--- src/rtl/cpu_pkg.sv ---
// rtl/cpu_pkg.sv - shared opcodes, state encoding and fault codes for the phase sequencer
//
// Contents:
//   OP_*          RV32I major opcodes recognised by the sequencer
//   state_e       phase FSM encoding (also visible on the debug state port)
//   fault_e       fault_cause codes
//   TIMER_W       width of the memory wait timer (covers TIMEOUT up to 255)
//   is_legal_op   opcode is one the core can execute
//   is_mem_op     opcode needs a data-memory phase
package cpu_pkg;

    localparam logic [6:0] OP_R      = 7'b0110011;
    localparam logic [6:0] OP_I      = 7'b0010011;
    localparam logic [6:0] OP_LOAD   = 7'b0000011;
    localparam logic [6:0] OP_STORE  = 7'b0100011;
    localparam logic [6:0] OP_BRANCH = 7'b1100011;
    localparam logic [6:0] OP_JAL    = 7'b1101111;
    localparam logic [6:0] OP_JALR   = 7'b1100111;
    localparam logic [6:0] OP_LUI    = 7'b0110111;
    localparam logic [6:0] OP_AUIPC  = 7'b0010111;

    typedef enum logic [2:0] {
        ST_IDLE      = 3'd0,
        ST_FETCH     = 3'd1,
        ST_DECODE    = 3'd2,
        ST_EXECUTE   = 3'd3,
        ST_MEM       = 3'd4,
        ST_WRITEBACK = 3'd5,
        ST_ERROR     = 3'd7
    } state_e;

    typedef enum logic [1:0] {
        FC_NONE     = 2'b00,
        FC_ILLEGAL  = 2'b01,
        FC_MISALIGN = 2'b10,
        FC_TIMEOUT  = 2'b11
    } fault_e;

    localparam int TIMER_W = 8;

    function automatic logic is_legal_op(input logic [6:0] op);
        logic legal;
        case (op)
            OP_R, OP_I, OP_LOAD, OP_STORE, OP_BRANCH,
            OP_JAL, OP_JALR, OP_LUI, OP_AUIPC: legal = 1'b1;
            default:                           legal = 1'b0;
        endcase
        return legal;
    endfunction

    function automatic logic is_mem_op(input logic [6:0] op);
        return (op == OP_LOAD) || (op == OP_STORE);
    endfunction

endpackage

--- src/rtl/seq_wait_timer.sv ---
// rtl/seq_wait_timer.sv - handshake wait timer shared by the fetch and memory phases
//
// Ports:
//   clk     core clock
//   rst     synchronous active-high reset
//   clear   zero the count (takes priority over enable)
//   enable  one more cycle spent waiting for an ack
//   expire  this edge is the one on which the wait count reaches TIMEOUT
module seq_wait_timer
    import cpu_pkg::*;
#(
    parameter int TIMEOUT = 15
) (
    input  logic clk,
    input  logic rst,
    input  logic clear,
    input  logic enable,
    output logic expire
);

    localparam logic [TIMER_W-1:0] LIMIT = TIMER_W'(TIMEOUT - 1);

    logic [TIMER_W-1:0] count_q;
    logic [TIMER_W-1:0] count_d;

    always_comb begin
        count_d = count_q;
        if (clear) begin
            count_d = '0;
        end else if (enable) begin
            count_d = count_q + 1'b1;
        end
    end

    // Combinational so the FSM can leave on the very edge the count would
    // reach TIMEOUT; an ack on that edge drops enable and so suppresses it.
    assign expire = enable && (count_q == LIMIT);

    always_ff @(posedge clk) begin
        if (rst) begin
            count_q <= '0;
        end else begin
            count_q <= count_d;
        end
    end

endmodule

--- src/rtl/cpu_phase_sequencer.sv ---
// rtl/cpu_phase_sequencer.sv - multi-cycle FETCH/DECODE/EXECUTE/MEM/WRITEBACK controller for the RV32I core
//
// Ports:
//   clk, rst         core clock, synchronous active-high reset
//   run              level enable; 0 stops at the next instruction boundary
//   instr_in         instruction ROM read data
//   imem_ack         ROM data valid (sampled in FETCH)
//   dmem_ack         RAM access complete (sampled in MEM)
//   branch_taken     PC select from the control unit, valid in EXECUTE
//   alu_result       branch/jump target, valid in EXECUTE
//   regwen_dec       decoded register write enable for the current ir
//   pc, ir           current instruction address and latched instruction
//   imem_req         ROM read request
//   dmem_req         RAM access request, dmem_we = store
//   rf_we, pc_we     one-cycle register-file / PC update strobes
//   state            FSM encoding for debug
//   busy             high in all states except IDLE and ERROR
//   error            sticky fault flag, fault_cause = reason
//   retired          retired-instruction counter
module cpu_phase_sequencer
    import cpu_pkg::*;
#(
    parameter int              XLEN     = 32,
    parameter logic [XLEN-1:0] RESET_PC = '0,
    parameter int              TIMEOUT  = 15
) (
    input  logic            clk,
    input  logic            rst,
    input  logic            run,
    input  logic [31:0]     instr_in,
    input  logic            imem_ack,
    input  logic            dmem_ack,
    input  logic            branch_taken,
    input  logic [XLEN-1:0] alu_result,
    input  logic            regwen_dec,
    output logic [XLEN-1:0] pc,
    output logic [31:0]     ir,
    output logic            imem_req,
    output logic            dmem_req,
    output logic            dmem_we,
    output logic            rf_we,
    output logic            pc_we,
    output logic [2:0]      state,
    output logic            busy,
    output logic            error,
    output logic [1:0]      fault_cause,
    output logic [31:0]     retired
);

    state_e          state_q,   state_d;
    logic [XLEN-1:0] pc_q,      pc_d;
    logic [XLEN-1:0] next_pc_q, next_pc_d;
    logic [31:0]     ir_q,      ir_d;
    logic [31:0]     retired_q, retired_d;
    fault_e          cause_q,   cause_d;

    logic [6:0] opcode;
    logic [4:0] rd;
    logic       waiting;
    logic       ack_now;
    logic       timer_clear;
    logic       timer_enable;
    logic       timer_expire;

    assign opcode = ir_q[6:0];
    assign rd     = ir_q[11:7];

    // The timer only runs while a request is outstanding and unanswered;
    // any ack or any other phase restarts it from zero.
    assign waiting      = (state_q == ST_FETCH) || (state_q == ST_MEM);
    assign ack_now      = (state_q == ST_FETCH) ? imem_ack : dmem_ack;
    assign timer_enable = waiting && !ack_now;
    assign timer_clear  = !waiting || ack_now;

    seq_wait_timer #(
        .TIMEOUT (TIMEOUT)
    ) u_wait_timer (
        .clk    (clk),
        .rst    (rst),
        .clear  (timer_clear),
        .enable (timer_enable),
        .expire (timer_expire)
    );

    always_comb begin
        state_d   = state_q;
        pc_d      = pc_q;
        next_pc_d = next_pc_q;
        ir_d      = ir_q;
        retired_d = retired_q;
        cause_d   = cause_q;
        imem_req  = 1'b0;
        dmem_req  = 1'b0;
        dmem_we   = 1'b0;
        rf_we     = 1'b0;
        pc_we     = 1'b0;

        case (state_q)
            ST_IDLE: begin
                if (run) begin
                    state_d = ST_FETCH;
                end
            end

            ST_FETCH: begin
                imem_req = 1'b1;
                if (imem_ack) begin
                    ir_d    = instr_in;
                    state_d = ST_DECODE;
                end else if (timer_expire) begin
                    cause_d = FC_TIMEOUT;
                    state_d = ST_ERROR;
                end
            end

            ST_DECODE: begin
                if (!is_legal_op(opcode)) begin
                    cause_d = FC_ILLEGAL;
                    state_d = ST_ERROR;
                end else begin
                    state_d = ST_EXECUTE;
                end
            end

            ST_EXECUTE: begin
                // Target is captured here because alu_result/branch_taken
                // are only meaningful while ir is being executed.
                next_pc_d = branch_taken ? alu_result : pc_q + XLEN'(4);
                if (branch_taken && (alu_result[1:0] != 2'b00)) begin
                    cause_d = FC_MISALIGN;
                    state_d = ST_ERROR;
                end else if (is_mem_op(opcode)) begin
                    state_d = ST_MEM;
                end else begin
                    state_d = ST_WRITEBACK;
                end
            end

            ST_MEM: begin
                dmem_req = 1'b1;
                dmem_we  = (opcode == OP_STORE);
                if (dmem_ack) begin
                    state_d = ST_WRITEBACK;
                end else if (timer_expire) begin
                    cause_d = FC_TIMEOUT;
                    state_d = ST_ERROR;
                end
            end

            ST_WRITEBACK: begin
                pc_we     = 1'b1;
                pc_d      = next_pc_q;
                // Stores and branches have no rd; x0 is never written.
                rf_we     = regwen_dec && (rd != 5'd0) &&
                            (opcode != OP_STORE) && (opcode != OP_BRANCH);
                retired_d = retired_q + 32'd1;
                state_d   = run ? ST_FETCH : ST_IDLE;
            end

            ST_ERROR: begin
                state_d = ST_ERROR;
            end

            default: begin
                // Unused encoding: treat as corruption and park.
                state_d = ST_ERROR;
            end
        endcase
    end

    always_ff @(posedge clk) begin
        if (rst) begin
            state_q   <= ST_IDLE;
            pc_q      <= RESET_PC;
            next_pc_q <= RESET_PC;
            ir_q      <= '0;
            retired_q <= '0;
            cause_q   <= FC_NONE;
        end else begin
            state_q   <= state_d;
            pc_q      <= pc_d;
            next_pc_q <= next_pc_d;
            ir_q      <= ir_d;
            retired_q <= retired_d;
            cause_q   <= cause_d;
        end
    end

    assign pc          = pc_q;
    assign ir          = ir_q;
    assign state       = state_q;
    assign busy        = (state_q != ST_IDLE) && (state_q != ST_ERROR);
    assign error       = (state_q == ST_ERROR);
    assign fault_cause = cause_q;
    assign retired     = retired_q;

endmodule

--- config.mk ---
export PLATFORM = sky130hd
export DESIGN_NAME = cpu_phase_sequencer
export DESIGN_NICKNAME = d
export VERILOG_FILES = /design/src/rtl/cpu_pkg.sv /design/src/rtl/seq_wait_timer.sv /design/src/rtl/cpu_phase_sequencer.sv
export SDC_FILE = /design/constraint.sdc
export NUM_CORES = 1
export LEC_CHECK = 0
export CAP_MARGIN = 20
export CORE_UTILIZATION = 31
export DETAILED_ROUTE_END_ITERATION = 12
export DONT_BUFFER_PORTS = 1
export PLACE_DENSITY = 0.48
export SLEW_MARGIN = 40
export SYNTH_ARGS = -nofsm -noshare
export SYNTH_HDL_FRONTEND = slang
export SYNTH_SLANG_ARGS = --single-unit
--- constraint.sdc ---
create_clock -name clk -period 5.6 [get_ports clk]
set_clock_uncertainty 0.2 [all_clocks]
set_input_delay 1.12 -clock clk [delete_from_list [all_inputs] [get_ports clk]]
set_output_delay 1.12 -clock clk [all_outputs]
set_load 0.05 [all_outputs]
==> key figures <==
Logic synthesis
  • EDFF count, synth: 0
  • Post-Synthesis Cells: 871
  • Ys flop type: dfxtp_1
  • Synth Area in XOR/XNOR: 2.43%
  • Mux cell area share after synthesis: 2.20%
  • Adder-cell share of the synthesized area: 0.732%
  • Most common cell in the netlist: nand2_1
  • Area contributors post-synth: dfxtp_1 41%, nand2_1 9.9%, a21oi_1 7.7%
  • Syn Area/Cell: 7.85 um2
  • Main combinational cell family by area after synthesis: simple AND/OR/NAND/NOR gates
  • Seq/Total Area, Yosys: 41.3%
  • Asr flop ratio synth: 0%
  • Distinct cells, synth: 65
  • Mapped Nets: 946
  • Post-synthesis register bit count: 141
  • Top cells by count, synth: 181 x nand2_1, 141 x dfxtp_1, 105 x a21oi_1
  • Top-area cell type share of the netlist area: 41.3%
  • Synthesized cell area: 6840 um2
  • Simple-gate area share of the yosys netlist: 29.1%
  • Largest area contributor in the netlist: dfxtp_1
  • Warnings, synthesis: 0
  • Compound-Gate Fraction of Synth Area: 19.2%

Clocking
  • Clock Sinks: 141
  • Clock Latency Late Sink: 0.42 ns
  • Inserted Clock Buffers: 17
  • TritonCTS clock tree: built
  • Clock transition at the registers of the reported paths: 0.07 ns
  • Post-CTS resize count: 0
  • Setup Fix Bufs, Post-CTS: 0
  • Hold-fix buffers at CTS: 0
  • CTS root buffer: clkbuf_16
  • CTS Buffer Depth: 2
  • H-tree levels: 4

Pwr
  • Worst IR drop on VDD: 0.185 mV
  • Comb pwr share: 6.6%
  • Part of the power in registers: 46.3%
  • P_sw: 666 uW
  • Switching Share: 28.1%
  • Overall power: 2370 uW
  • Total leakage power: 0.00235 uW
  • Pint: 1700 uW
  • Clk pwr share: 47.0%
  • Pwr/cell area: 311 nW/um2

Placement
  • HPWL Detailed: 12.9 mm
  • Post-placement cell count: 1093
  • Buffers on Ports: 0
  • Gpl congestion: 0.738

Route
  • Remaining DRCs: 0
  • Starting DRT DRC Count: 294
  • Vias per std cell: 5.51
  • 1st-pass router iterations: 5
  • DRT antenna net count: 0
  • DR WL/cell: 18.3 um
  • Vias: 6198
  • Final wirelength: 20.6 mm

Global route
  • Wire length of the first global-routing pass: 32.5 mm
  • GR Overflow Total: 0
  • Pin count of the biggest net entering global routing: 132
  • Number of global-route vias before repair: 5773
  • Gr usage total: 18.4%
  • Initial antenna violation count: 0

Final layout
  • Fin cells: 1125
  • Layout cells sized above 1: 6.82%
  • Diodes inserted: 0
  • Synth-to-Final Area Change: 11.3%
  • Fin nets: 912

STA
  • Setup TNS: 0 ns
  • RSZ-0062 raised after global routing: false
  • Max frequency: 0.256 GHz
  • Final hold violations: 0
  • Minimum clock period: 3.91 ns
  • Hold_ws: 0.243 ns
  • Max_slew headroom: 44.3%
  • # setup viols final: 0
  • Worst slew pin tran: 0.832 ns
  • Final period utilization: 69.8%
  • Final Max Slew Viols: 0

Worst setup path
  • R2r worst-path depth: 4
  • Cell mode on critical path: nand2_1
  • CP Class: reg2out
  • Crit Reg-Reg Endpoint: next_pc_q[19]$_SDFFE_PP0P_
  • Worst path bufs/invs: 0
  • Reg-to-reg slack, setup: 2.47 ns
  • Critical Path, Cell by Cell: nand2_1 > nor4_1 > nand2_1 > nor3b_2
  • Critical path peak fanout: 3
  • RR Startpoint: pc[4]$_SDFFE_PP0P_
  • Slowest CP cell: nor3b_2
  • Worst Path Arrival: 2.59 ns
  • CP max stage delay: 0.74 ns
  • CP Launch Type: register
  • Critical Path RT: 4.28 ns
  • CP top delay family: simple AND/OR/NAND/NOR gates
  • Worst Setup End Kind: output port
  • Setup crit start: ir[0]$_SDFFE_PP0P_

Run status
  • Status: finished clean

Hold path
  • Hold Startpoint: next_pc_q[20]$_SDFFE_PP0P_
  • Worst Hold Class: reg2reg
  • Worst hold endpoint: pc[20]$_SDFFE_PP0P_
  • Min-Delay Path Depth: 2

Die
  • Full die area: 22700 um2
  • Initial core utilization: 32.0%
  • Core area: 21400 um2
  • Die Span Y: 151 um
  • Num rows: 53
  • Die Wd: 151 um
  • IO Pins: 179

Job
  • Max_cap viols: 0
==> per-layer routing <==
| metal | share of wire, % | GRT usage (%) | routed length (um) |
|---|---|---|---|
| met2 | 46 | 28.3 | 9380 |
| met1 | 47 | 25.1 | 9750 |
| met3 | 5.9 | 5.00 | 1220 |
| met4 | 1.3 | 5.00 | 263 |
| met5 | 0 | 0 | 0 |
==> cell families (layout without fill, tap and decap cells) <==
logic type                 count (synthesis)  in the layout
AOI/OAI and AO/OA                        210            210
muxes                                     15             15
and+or+nand+nor                          395            395
buffers and inverters                     87             66
xor gates and xnor gates                  19             19
DFF                                      141            141
adders and majority gates                  4              4
==> area by class of cell <==
type	count	area, um2
Clock inverter	14	136
Fill cell	2255	13700
Tap cell	275	344
Timing Repair Buffer	10	75.1
Clock buffer	18	439
Multi-Input combinational cell	643	3700
Sequential cell	141	2820
Inverter	24	90.1
==> power by group through the flow <==
stage	clock network, uW	logic, uW	registers [uW]
after floorplan	0	127	1120
after global placement	0	155	1120
after detailed placement	0	158	1120
after CTS	1150	158	1100
after global routing	1190	173	1100
final	1110	157	1100
==> worst min-delay path, stage by stage (launching register included) <==
cell and delay [ns]:
dfxtp_1 0.31, nand2_1 0.05, a21oi_1 0.05
==> placed cells by master (no fill, tap or decap), types with 4 or more instances in the layout <==
cell type	netlist	final
clkbuf_16	0	17
a211oi_1	9	9
buf_4	0	10
inv_6	0	4
nor2_1	39	38
o31a_1	4	4
inv_1	23	22
and3_1	12	12
o31ai_1	15	15
xor2_1	9	9
o21ai_0	22	22
or4_1	24	24
a32oi_1	6	6
nor4_1	7	7
nand3_1	34	33
and4_1	11	11
or3_1	19	19
ha_1	4	4
and2_1	5	5
nand2b_1	6	6
o211ai_1	17	17
nor3_1	13	13
a21oi_1	105	105
mux2i_1	15	15
nand2_1	181	180
dfxtp_1	141	141
clkinvlp_4	0	6
nand4_1	19	19
xnor2_1	10	10
==> how the worst max path moves through the flow <==
| stage | end | cells past startpoint | slack, ns |
|---|---|---|---|
| finish | dmem_we | 4 | 1.69 |
| global route | dmem_we | 4 | 1.57 |
| CTS | dmem_we | 4 | 1.66 |
| detailed placement | dmem_we | 4 | 2.13 |
| global placement | dmem_we | 4 | 2.16 |
| floorplan | dmem_we | 4 | 1.34 |
==> state kept, by name, summed over array words and instances (netlist names) <==
register and cells:
state 3, retired 32, pc 32, fault_cause 2
u_wait_timer.count_q 8, ir 32, next_pc_q 32
==> metrics by stage <==
step / util, % / setup slack [ns] / area (um2)
2_1_floorplan: - / 1.34 / 6840
3_3_place_gp: 32.9 / 2.16 / 7020
3_5_place_dp: 32.9 / 2.13 / 7030
4_1_cts: 35.6 / 1.66 / 7610
5_1_grt: 35.6 / 1.57 / 7610
6_report: 35.6 / 1.69 / 7610
(Power assumes the default switching activity.)
